<file path="src/rtl/fetch_pkg.sv">
// Shared constants and types for the fetch/decode boundary.
package fetch_pkg;

    // Encoding decode treats as a bubble.
    localparam logic [31:0] NOP_INSTR = 32'h0800_0000;

    // Instruction memory base; fetch starts here out of reset.
    localparam logic [31:0] RESET_PC  = 32'h0000_2000;

    typedef enum logic [1:0] {
        IDLE,
        INJECT,
        WAIT_LOW
    } int_state_t;

endpackage

</file>
<file path="src/rtl/fetch_queue_fifo.sv">
// Circular storage of {pc, instr} pairs with push/pop/clear and occupancy count.
module fetch_queue_fifo #(
    parameter int unsigned DEPTH = 4,
    parameter int unsigned WIDTH = 32
) (
    input  logic                     clk,
    input  logic                     rst,
    input  logic                     push,
    input  logic                     pop,
    input  logic                     clear,
    input  logic [WIDTH-1:0]         wr_pc,
    input  logic [WIDTH-1:0]         wr_instr,
    output logic [WIDTH-1:0]         head_pc,
    output logic [WIDTH-1:0]         head_instr,
    output logic [$clog2(DEPTH):0]   count,
    output logic                     full,
    output logic                     empty
);

    localparam int unsigned PW = $clog2(DEPTH);
    localparam int unsigned CW = PW + 1;

    logic [WIDTH-1:0] pc_mem_q    [DEPTH];
    logic [WIDTH-1:0] instr_mem_q [DEPTH];
    logic [PW-1:0]    wr_ptr_q, wr_ptr_d;
    logic [PW-1:0]    rd_ptr_q, rd_ptr_d;
    logic [CW-1:0]    count_q,  count_d;

    // Next pointers/count; clear drops everything by snapping rd_ptr onto wr_ptr.
    always_comb begin
        wr_ptr_d = wr_ptr_q;
        rd_ptr_d = rd_ptr_q;
        count_d  = count_q;
        if (clear) begin
            rd_ptr_d = wr_ptr_q;
            count_d  = '0;
        end else begin
            if (push) wr_ptr_d = wr_ptr_q + PW'(1);
            if (pop)  rd_ptr_d = rd_ptr_q + PW'(1);
            count_d = count_q + CW'(push) - CW'(pop);
        end
    end

    // Pointer and occupancy state.
    always_ff @(posedge clk or posedge rst) begin
        if (rst) begin
            wr_ptr_q <= '0;
            rd_ptr_q <= '0;
            count_q  <= '0;
        end else begin
            wr_ptr_q <= wr_ptr_d;
            rd_ptr_q <= rd_ptr_d;
            count_q  <= count_d;
        end
    end

    // Entry storage; contents are only observable once counted, so no reset.
    always_ff @(posedge clk) begin
        if (push && !clear) begin
            pc_mem_q[wr_ptr_q]    <= wr_pc;
            instr_mem_q[wr_ptr_q] <= wr_instr;
        end
    end

    assign head_pc    = pc_mem_q[rd_ptr_q];
    assign head_instr = instr_mem_q[rd_ptr_q];
    assign count      = count_q;
    assign full       = (count_q == CW'(DEPTH));
    assign empty      = (count_q == '0);

endmodule

</file>
<file path="src/rtl/fetch_queue.sv">
// Fetch-to-decode queue with flush handling and interrupt instruction injection.
module fetch_queue #(
    parameter int unsigned           DEPTH    = 4,
    parameter int unsigned           WIDTH    = 32,
    parameter logic [WIDTH-1:0]      RESET_PC = WIDTH'(fetch_pkg::RESET_PC)
) (
    input  logic                     clk,
    input  logic                     rst,
    input  logic                     in_valid,
    input  logic [WIDTH-1:0]         in_instr,
    input  logic [WIDTH-1:0]         in_pc,
    output logic                     full,
    input  logic                     flush,
    input  logic [WIDTH-1:0]         flush_pc,
    input  logic                     INT,
    input  logic [WIDTH-1:0]         INT_INST,
    output logic                     ACK,
    input  logic                     dec_stall,
    output logic                     out_valid,
    output logic [WIDTH-1:0]         out_instr,
    output logic [WIDTH-1:0]         out_pc,
    output logic                     out_is_int,
    output logic [$clog2(DEPTH):0]   count
);

    import fetch_pkg::*;

    localparam logic [WIDTH-1:0] NOP = WIDTH'(NOP_INSTR);

    int_state_t       state_q, state_d;
    logic [WIDTH-1:0] resume_pc_q, resume_pc_d;
    logic [WIDTH-1:0] head_pc, head_instr;
    logic             empty;
    logic             push, pop;

    // full reflects occupancy before this cycle's pop: no write pass-through.
    assign push = in_valid & ~full & ~flush;
    assign pop  = ~empty & ~dec_stall & ~flush & (state_q == IDLE);

    fetch_queue_fifo #(
        .DEPTH (DEPTH),
        .WIDTH (WIDTH)
    ) u_fifo (
        .clk        (clk),
        .rst        (rst),
        .push       (push),
        .pop        (pop),
        .clear      (flush),
        .wr_pc      (in_pc),
        .wr_instr   (in_instr),
        .head_pc    (head_pc),
        .head_instr (head_instr),
        .count      (count),
        .full       (full),
        .empty      (empty)
    );

    // Resume PC tracks the next sequential PC after the last instruction decode took.
    always_comb begin
        resume_pc_d = resume_pc_q;
        if (flush) begin
            resume_pc_d = flush_pc;
        end else if (pop) begin
            resume_pc_d = head_pc + WIDTH'(4);
        end
    end

    // Interrupt FSM state and resume PC registers.
    always_ff @(posedge clk or posedge rst) begin
        if (rst) begin
            state_q     <= IDLE;
            resume_pc_q <= RESET_PC;
        end else begin
            state_q     <= state_d;
            resume_pc_q <= resume_pc_d;
        end
    end

    // Next-state and output mux; WAIT_LOW holds the queue until INT drops.
    always_comb begin
        state_d    = state_q;
        ACK        = 1'b0;
        out_valid  = 1'b0;
        out_instr  = NOP;
        out_pc     = '0;
        out_is_int = 1'b0;
        unique case (state_q)
            IDLE: begin
                if (!empty) begin
                    out_valid = 1'b1;
                    out_instr = head_instr;
                    out_pc    = head_pc;
                end
                if (INT) state_d = INJECT;
            end
            INJECT: begin
                out_valid  = 1'b1;
                out_instr  = INT_INST;
                out_is_int = 1'b1;
                out_pc     = empty ? resume_pc_q : head_pc;
                if (!dec_stall) begin
                    ACK     = 1'b1;
                    state_d = WAIT_LOW;
                end
            end
            WAIT_LOW: begin
                if (!INT) state_d = IDLE;
            end
            default: state_d = IDLE;
        endcase
    end

endmodule

</file>
<file path="config.mk">
export PLATFORM = sky130hd
export DESIGN_NAME = fetch_queue
export DESIGN_NICKNAME = d
export VERILOG_FILES = /design/src/rtl/fetch_pkg.sv /design/src/rtl/fetch_queue_fifo.sv /design/src/rtl/fetch_queue.sv
export SDC_FILE = /design/constraint.sdc
export NUM_CORES = 1
export LEC_CHECK = 0
export CAP_MARGIN = 20
export CORE_MARGIN = 3
export CORE_UTILIZATION = 54
export DETAILED_ROUTE_END_ITERATION = 6
export HOLD_SLACK_MARGIN = 0.08
export PLACE_DENSITY = 0.83
export RECOVER_POWER = 25
export SYNTH_ARGS = -nofsm -noshare
export SYNTH_HDL_FRONTEND = slang
export SYNTH_HIERARCHICAL = 1
export SYNTH_SLANG_ARGS = --single-unit
</file>
<file path="constraint.sdc">
create_clock -name clk -period 5.6 [get_ports clk]
set_input_delay 1.12 -clock clk [delete_from_list [all_inputs] [get_ports clk]]
set_output_delay 1.12 -clock clk [all_outputs]
set_load 0.02 [all_outputs]
</file>
==> metrics, run 1 <==
post-synthesis cell count 704; Min-Delay Path Depth 2; switching part of the total 0.313; area occupied by multi-input gates 3490 µm²; Worst R2R Setup Slack 1.76 ns; Clk Latency, worst-skew pair 0.55 ns; Syn Std Cell Area 12,500 µm²; worst min-delay path class reg -> reg; CP cell instances buf_4 -> mux4_2 -> a22o_2 -> clkdlybuf4s50_1; Horiz. Die Dim 158 µm; initial antenna violation count 6; status complete, no violations; fin crit share 0.791; CP max stage delay 0.91 ns; crit path launch u_fifo/rd_ptr_q[1]; die area 25,000 µm²; reg-to-reg critical path endpoint resume_pc_q[24]; fill count 1,471; port bufs 204; Root Buffer clkbuf_16; Tot GR Track Use 0.221; vias per inst 6.02; Final setup viols 0; hold wc startpoint u_fifo/wr_ptr_q[0]; CTS tree built; drt first-iter violations 622; WP data arrival 3.31 ns; Post-synth top flop edfxtp_1; initial cell density of the core 0.551; vias in the first global route 7,652; clock tree sinks 297; Setup TNS 0 ns; YS warnings 6; FP Rows 55; io pins 205; core outline area 22,700 µm²; RSZ-0062 raised after global routing no; setup bufs post-CTS 0; crit end category output pin; storage element area 8720 µm²; Seq pwr share 0.374; Clk pwr share 0.273; Syn Area/Cell 17.8 µm²; PwrDens 468 nW/µm²; combinational power share 0.353; DRC Markers 0; Post-Syn Nets 846; CTS resizes 0; min cycle time layout 4.43 ns; Worst EP required 4.48 ns; grt total ovfl 0; CP max FO 34; final slew viol count 0; fin nets 1,052; GP Congestion 0.862; Hold EP u_fifo/rd_ptr_q[0]; Die H 158 µm; slowest CP cell dfrtp_2; Leak 0.00533 µW; number of routed nets with antenna violations 0; number of synthesized register bits 297; max frequency 226 MHz; Worst Skew 0.0149 ns; Post-CTS Hold Buffers 0; origin of the critical flop-to-flop path u_fifo/rd_ptr_q[1]; Worst VDD drop 0.000314 V; largest cells by area after synthesis edfxtp_1 (61%), mux4_2 (12%), dfrtp_1 (8.0%); worst setup path category reg -> out; sw power 2310 µW; clk slew on worst S/H paths 0.06 ns; DP HPWL 17.6 mm; final wirelength 27.6 mm; EDFF count, synth 256; largest area contributor in the netlist edfxtp_1; hold_ws 0.550 ns; wire per inst 22.6 µm; 1st-pass router iterations 5; TritonCTS Buffers 30; total power 7370 µW; first-pass GRT wire length 42.7 mm; top-area cell type share of the netlist area 0.614; Netlist cell types 53; largest net degree at the start of global routing 65; Vias 7,352; Max-Cap Viols 0; Slew @ Worst Pin 1.03 ns; CP Launch Type flip-flop; share of cells above drive strength 1 0.153; Non-Filler Instances 1,222; Async SR Flop Fraction 0.138; Max-slew headroom 0.313; final core utilization 0.694; Post-Place Cells 1,163; H-tree depth 1; P&R area growth vs syn 25.9%; largest buffer count on any clock path 3; final hold viol count 0; register area share after synthesis 0.696; Int Pwr 5060 µW; Reg2Reg Depth 8
[layer usage]
| metal | vias up | wire, µm | GRT usage |
|---|---|---|---|
| met5 | - | 41 | 0 |
| met4 | 6 | 474 | 0.0492 |
| met3 | 46 | 2640 | 0.0544 |
| met2 | 359 | 13200 | 0.355 |
| met1 | 3689 | 11200 | 0.313 |
| li1 | 3252 | - | - |
[layout by cell type (no fill, tap or decap), types with 13 or more instances in the layout]
cell / count
buf_4: 13
clkdlybuf4s50_1: 161
dfrtp_1: 38
o21ai_0: 19
nor2_1: 15
nand2_1: 49
dlygate4sd3_1: 42
clkbuf_16: 31
o221ai_1: 13
mux4_2: 64
a22o_1: 62
xnor2_1: 17
edfxtp_1: 256
[flip-flops by register name, indices dropped and copies added (netlist names)]
name	cells
state_q	2
u_fifo/wr_ptr_q	2
u_fifo/instr_mem_q	128
u_fifo/pc_mem_q	128
u_fifo/rd_ptr_q	2
resume_pc_q	32
u_fifo/count	3
[stage by stage]
stage / area (µm²) / setup WS, ns
final: 15800 / 1.17
after global routing: 15800 / 1.01
after CTS: 15800 / 1.08
after detailed placement: 14700 / 1.61
after global placement: 14700 / 1.67
after floorplan: 12500 / 1.61
[worst max path at each step]
stage | to | slack, ns | cells after the start
global placement | u_fifo/count[2] | 1.67 | 11
floorplan | u_fifo/instr_mem_q[0][0] | 1.61 | 5
finish | out_pc[6] | 1.17 | 4
detailed placement | u_fifo/count[2] | 1.61 | 11
global route | out_pc[6] | 1.01 | 4
CTS | out_pc[6] | 1.08 | 4
[synth_stat cells, types with 2 or more instances]
cell type,n
mux2i_1,8
ha_1,7
nor2b_1,3
xor2_1,11
o221ai_1,13
buf_12,3
a21oi_1,10
edfxtp_1,256
inv_1,11
or3_1,2
a22o_1,62
nand2_1,49
buf_2,7
clkbuf_8,3
and2_1,6
and3_1,5
o21ai_0,19
nand3_1,11
dfrtp_1,40
mux4_2,64
nand2b_1,3
nand4_2,2
nand4_1,5
nor3_1,6
nor4_1,2
nor3b_1,8
nor2_1,16
o21ai_1,4
buf_6,2
and4_1,3
buf_4,4
clkbuf_1,22
xnor2_1,17
[critical path, delay by kind of cell (launching register included)]
kind / cells / cell delay (ns)
DFF: 1 / 0.91
muxes: 1 / 0.48
buffers and inverters: 2 / 1.09
AOI/OAI and AO/OA: 1 / 0.27
[power by group through the flow]
stage               clock network (µW)  registers (µW)  logic [µW]
finish                            2010            2760        2600
global route                      2130            2790        2790
CTS                               2050            2770        2620
detailed placement                   0            2810        2610
global placement                     0            2800        2580
floorplan                            0            2700        1760
[kinds of logic after synthesis]
logic type      Yosys count  share of synthesized area
buf+inv                  54                     0.0265
fa+ha+maj                 8                    0.00860
mux                      73                      0.122
compound gates          114                     0.0700
simple gates            129                     0.0548
flops                   297                      0.696
xor+xnor                 29                     0.0214
[cell type report]
| cell class | instances | share of cell area |
|---|---|---|
| sequential | 297 | 0.553 |
| multi-input combinational | 353 | 0.222 |
| timing repair buffer | 217 | 0.135 |
| clock buffer | 39 | 0.0518 |
| tap | 285 | 0.0226 |
| clock inverter | 17 | 0.0121 |
| inverter | 11 | 0.00262 |
| antenna | 3 | 0.000476 |
(Power assumes the default switching activity.)
==> run 2: changes to the inputs <==
--- a/config.mk
+++ b/config.mk
@@ -7,10 +7,10 @@
 export LEC_CHECK = 0
 export CAP_MARGIN = 20
 export CORE_MARGIN = 3
-export CORE_UTILIZATION = 54
+export CORE_UTILIZATION = 48
 export DETAILED_ROUTE_END_ITERATION = 6
 export HOLD_SLACK_MARGIN = 0.08
-export PLACE_DENSITY = 0.83
+export PLACE_DENSITY = 0.78
 export RECOVER_POWER = 25
 export SYNTH_ARGS = -nofsm -noshare
 export SYNTH_HDL_FRONTEND = slang
==> constraint.sdc (replaced) <==
create_clock -name clk -period 3.7 [get_ports clk]
set_input_delay 0.74 -clock clk [delete_from_list [all_inputs] [get_ports clk]]
set_output_delay 0.74 -clock clk [all_outputs]
set_load 0.02 [all_outputs]
==> run 2 against run 1 <==
Non-clock buffer count grew 13. Sequential share of layout area shrank 0.93 points. Critical path depth grew 2. Power grew 54%. Clock skew shrank 0.0029 ns. Clock power grew 56%. Final cell count grew 4.7%. Largest cell class unchanged. Largest power group unchanged. Highest routed layer unchanged.
==> metrics, run 2 (same netlist as run 1, synthesis figures left out) <==
port bufs 204 (unchanged); origin of the critical flop-to-flop path u_fifo/rd_ptr_q[0]; die area 28,000 µm² (+12%); Worst Skew 0.0120 ns (-0.00289 ns); status complete, no violations; P&R area growth vs syn 28.1%; PwrDens 708 nW/µm² (+51%); crit-path leading delay family buffers and inverters; hold wc startpoint resume_pc_q[13]; Worst EP required 2.96 ns (-1.52 ns); routed wl met2 14.0 mm (+5.5%); Leak 0.00545 µW (+2.2%); clk slew on worst S/H paths 0.06 ns (about the same); wire length on met1 12.0 mm (+7.5%); CP cell instances nand2b_1 -> inv_1 -> and2_1 -> buf_4 -> a22o_1 -> clkdlybuf4s50_1; first-pass GRT wire length 44.9 mm (+5.2%); TritonCTS Buffers 30 (unchanged); DRC Markers 0 (unchanged); GP Congestion 0.853 (-0.99%); Final setup viols 0 (unchanged); Reg2Reg Depth 9 (+1); initial cell density of the core 0.493 (-0.0584); Min-Delay Path Depth 2 (unchanged); drt first-iter violations 672 (+8.0%); worst setup path category reg -> out; Max-slew headroom 0.581 (+0.268); vias in the first global route 7,812 (+2.1%); Int Pwr 7840 µW (+55%); Worst VDD drop 0.000471 V (+50%); sw power 3510 µW (+52%); Clk pwr share 0.276 (+0.003); Post-Place Cells 1,221 (+5.0%); CP Launch Type flip-flop; biggest regs u_fifo/instr_mem_q (128), u_fifo/pc_mem_q (128), resume_pc_q (32); Non-Filler Instances 1,280 (+4.7%); Slew @ Worst Pin 0.629 ns (-0.401 ns); wire per inst 22.6 µm (about the same); grt total ovfl 0 (unchanged); initial antenna violation count 8 (+2); min cycle time layout 3.55 ns; Seq pwr share 0.363 (-0.011); final wirelength 28.9 mm (+4.7%); CP max FO 32 (-5.9%); switching part of the total 0.309 (-0.00363); WP depth 6 (+2); Routed met3 length 2.41 mm (-8.7%); number of routed nets with antenna violations 0 (unchanged); final slew viol count 0 (unchanged); total power 11,300 µW (+54%); RSZ-0062 raised after global routing no; share of cells above drive strength 1 0.166 (+0.0127); WP data arrival 2.81 ns (-0.50 ns); CTS tree built; Root Buffer clkbuf_16; DP HPWL 18.6 mm (+5.9%); final hold viol count 0 (unchanged); worst min-delay path class reg -> reg; H-tree depth 1 (unchanged); Vias 7,324 (-0.38%); clock tree sinks 297 (unchanged); setup bufs post-CTS 0 (unchanged); fin crit share 0.959; FP Rows 58 (+5.5%); crit end category output pin; largest net degree at the start of global routing 64 (-1.5%); most common cell after layout, fill and taps aside edfxtp_1; fin nets 1,065 (+1.2%); combinational power share 0.362 (+0.009); CP max stage delay 0.62 ns (-0.29 ns); Setup TNS 0 ns (unchanged); Horiz. Die Dim 167 µm (+5.8%); Die H 167 µm (+5.8%); CP bufs+invs 3 (+1); slowest CP cell clkdlybuf4s50_1; core outline area 25,400 µm² (+12%); max frequency 282 MHz; largest buffer count on any clock path 3 (unchanged); commonest cells after routing, fill and taps aside edfxtp_1 (256), clkdlybuf4s50_1 (162), mux4_2 (64); io pins 205 (unchanged); Tot GR Track Use 0.205 (-0.0159); Post-CTS Hold Buffers 0 (unchanged); Max-Cap Viols 0 (unchanged); Clk Latency, worst-skew pair 0.54 ns (about the same); 1st-pass router iterations 5 (unchanged); Worst R2R Setup Slack 0.88 ns (-0.88 ns); crit path launch state_q[1]; vias per inst 5.72 (-4.9%); highest metal used met5
-- run 2: cell types whose count changed in the layout (fill, tap and decap cells not counted), moves of 2 or more --
cell        before  now
clkbuf_1         7   10
clkinv_1         5    1
clkinvlp_4       3    1
buf_12           0    6
clkbuf_8         1    3
buf_4           13   20
-- run 2: metal layers --
layer	vias up	track usage
met5	-	0
met2	329	0.336
met4	8	0.0398
met3	44	0.0472
met1	3666	0.288
li1	3277	-
-- run 2: through the flow --
stage                     setup slack [ns]  area, µm²  hold WS, ns   util
after floorplan                     0.0917      12500        0.492      -
after global placement               0.524      15000        0.520  0.590
after detailed placement             0.534      15000        0.527  0.590
after CTS                            0.114      16000        0.452  0.631
after global routing                0.0118      16000        0.572  0.631
final                                0.150      16000        0.539  0.631
-- run 2: final cells by class --
| class | instances | area (µm²) |
|---|---|---|
| clock inverters | 12 | 186 |
| well taps | 330 | 413 |
| fillers | 1834 | 9370 |
| repair buffers | 230 | 2310 |
| clock buffers | 44 | 855 |
| multi-input cells | 353 | 3500 |
| inverters | 11 | 41.3 |
| diodes | 3 | 7.51 |
| flip-flops and latches | 297 | 8720 |
-- run 2: final timing paths --
| kind | end |
|---|---|
| min in group asynchronous | u_fifo/wr_ptr_q[0] |
| hold reg to reg | resume_pc_q[13] |
| hold / removal | resume_pc_q[13] |
| setup reg to reg | resume_pc_q[22] |
| setup / recovery | out_pc[10] |
| max in group asynchronous | resume_pc_q[13] |
-- run 2: tightest hold or removal path: cells and delay by family, from the launching register on --
| family | cells | cell delay (ns) |
|---|---|---|
| AOI/OAI and AO/OA | 1 | 0.11 |
| and+or+nand+nor | 1 | 0.05 |
| DFF | 1 | 0.37 |
-- run 2: repair_timing --
item,in CTS,in global routing
hold endpoints to repair,0,0
endpoints found under the setup margin,31,0
resized for setup,2,0
-- run 2: power by group through the flow --
stage / Combinational [µW] / Clock [µW] / Sequential (µW)
after floorplan: 2660 / 0 / 4090
after global placement: 4080 / 0 / 4160
after detailed placement: 4120 / 0 / 4180
after CTS: 4150 / 3200 / 4120
after global routing: 4390 / 3330 / 4140
final: 4100 / 3130 / 4110
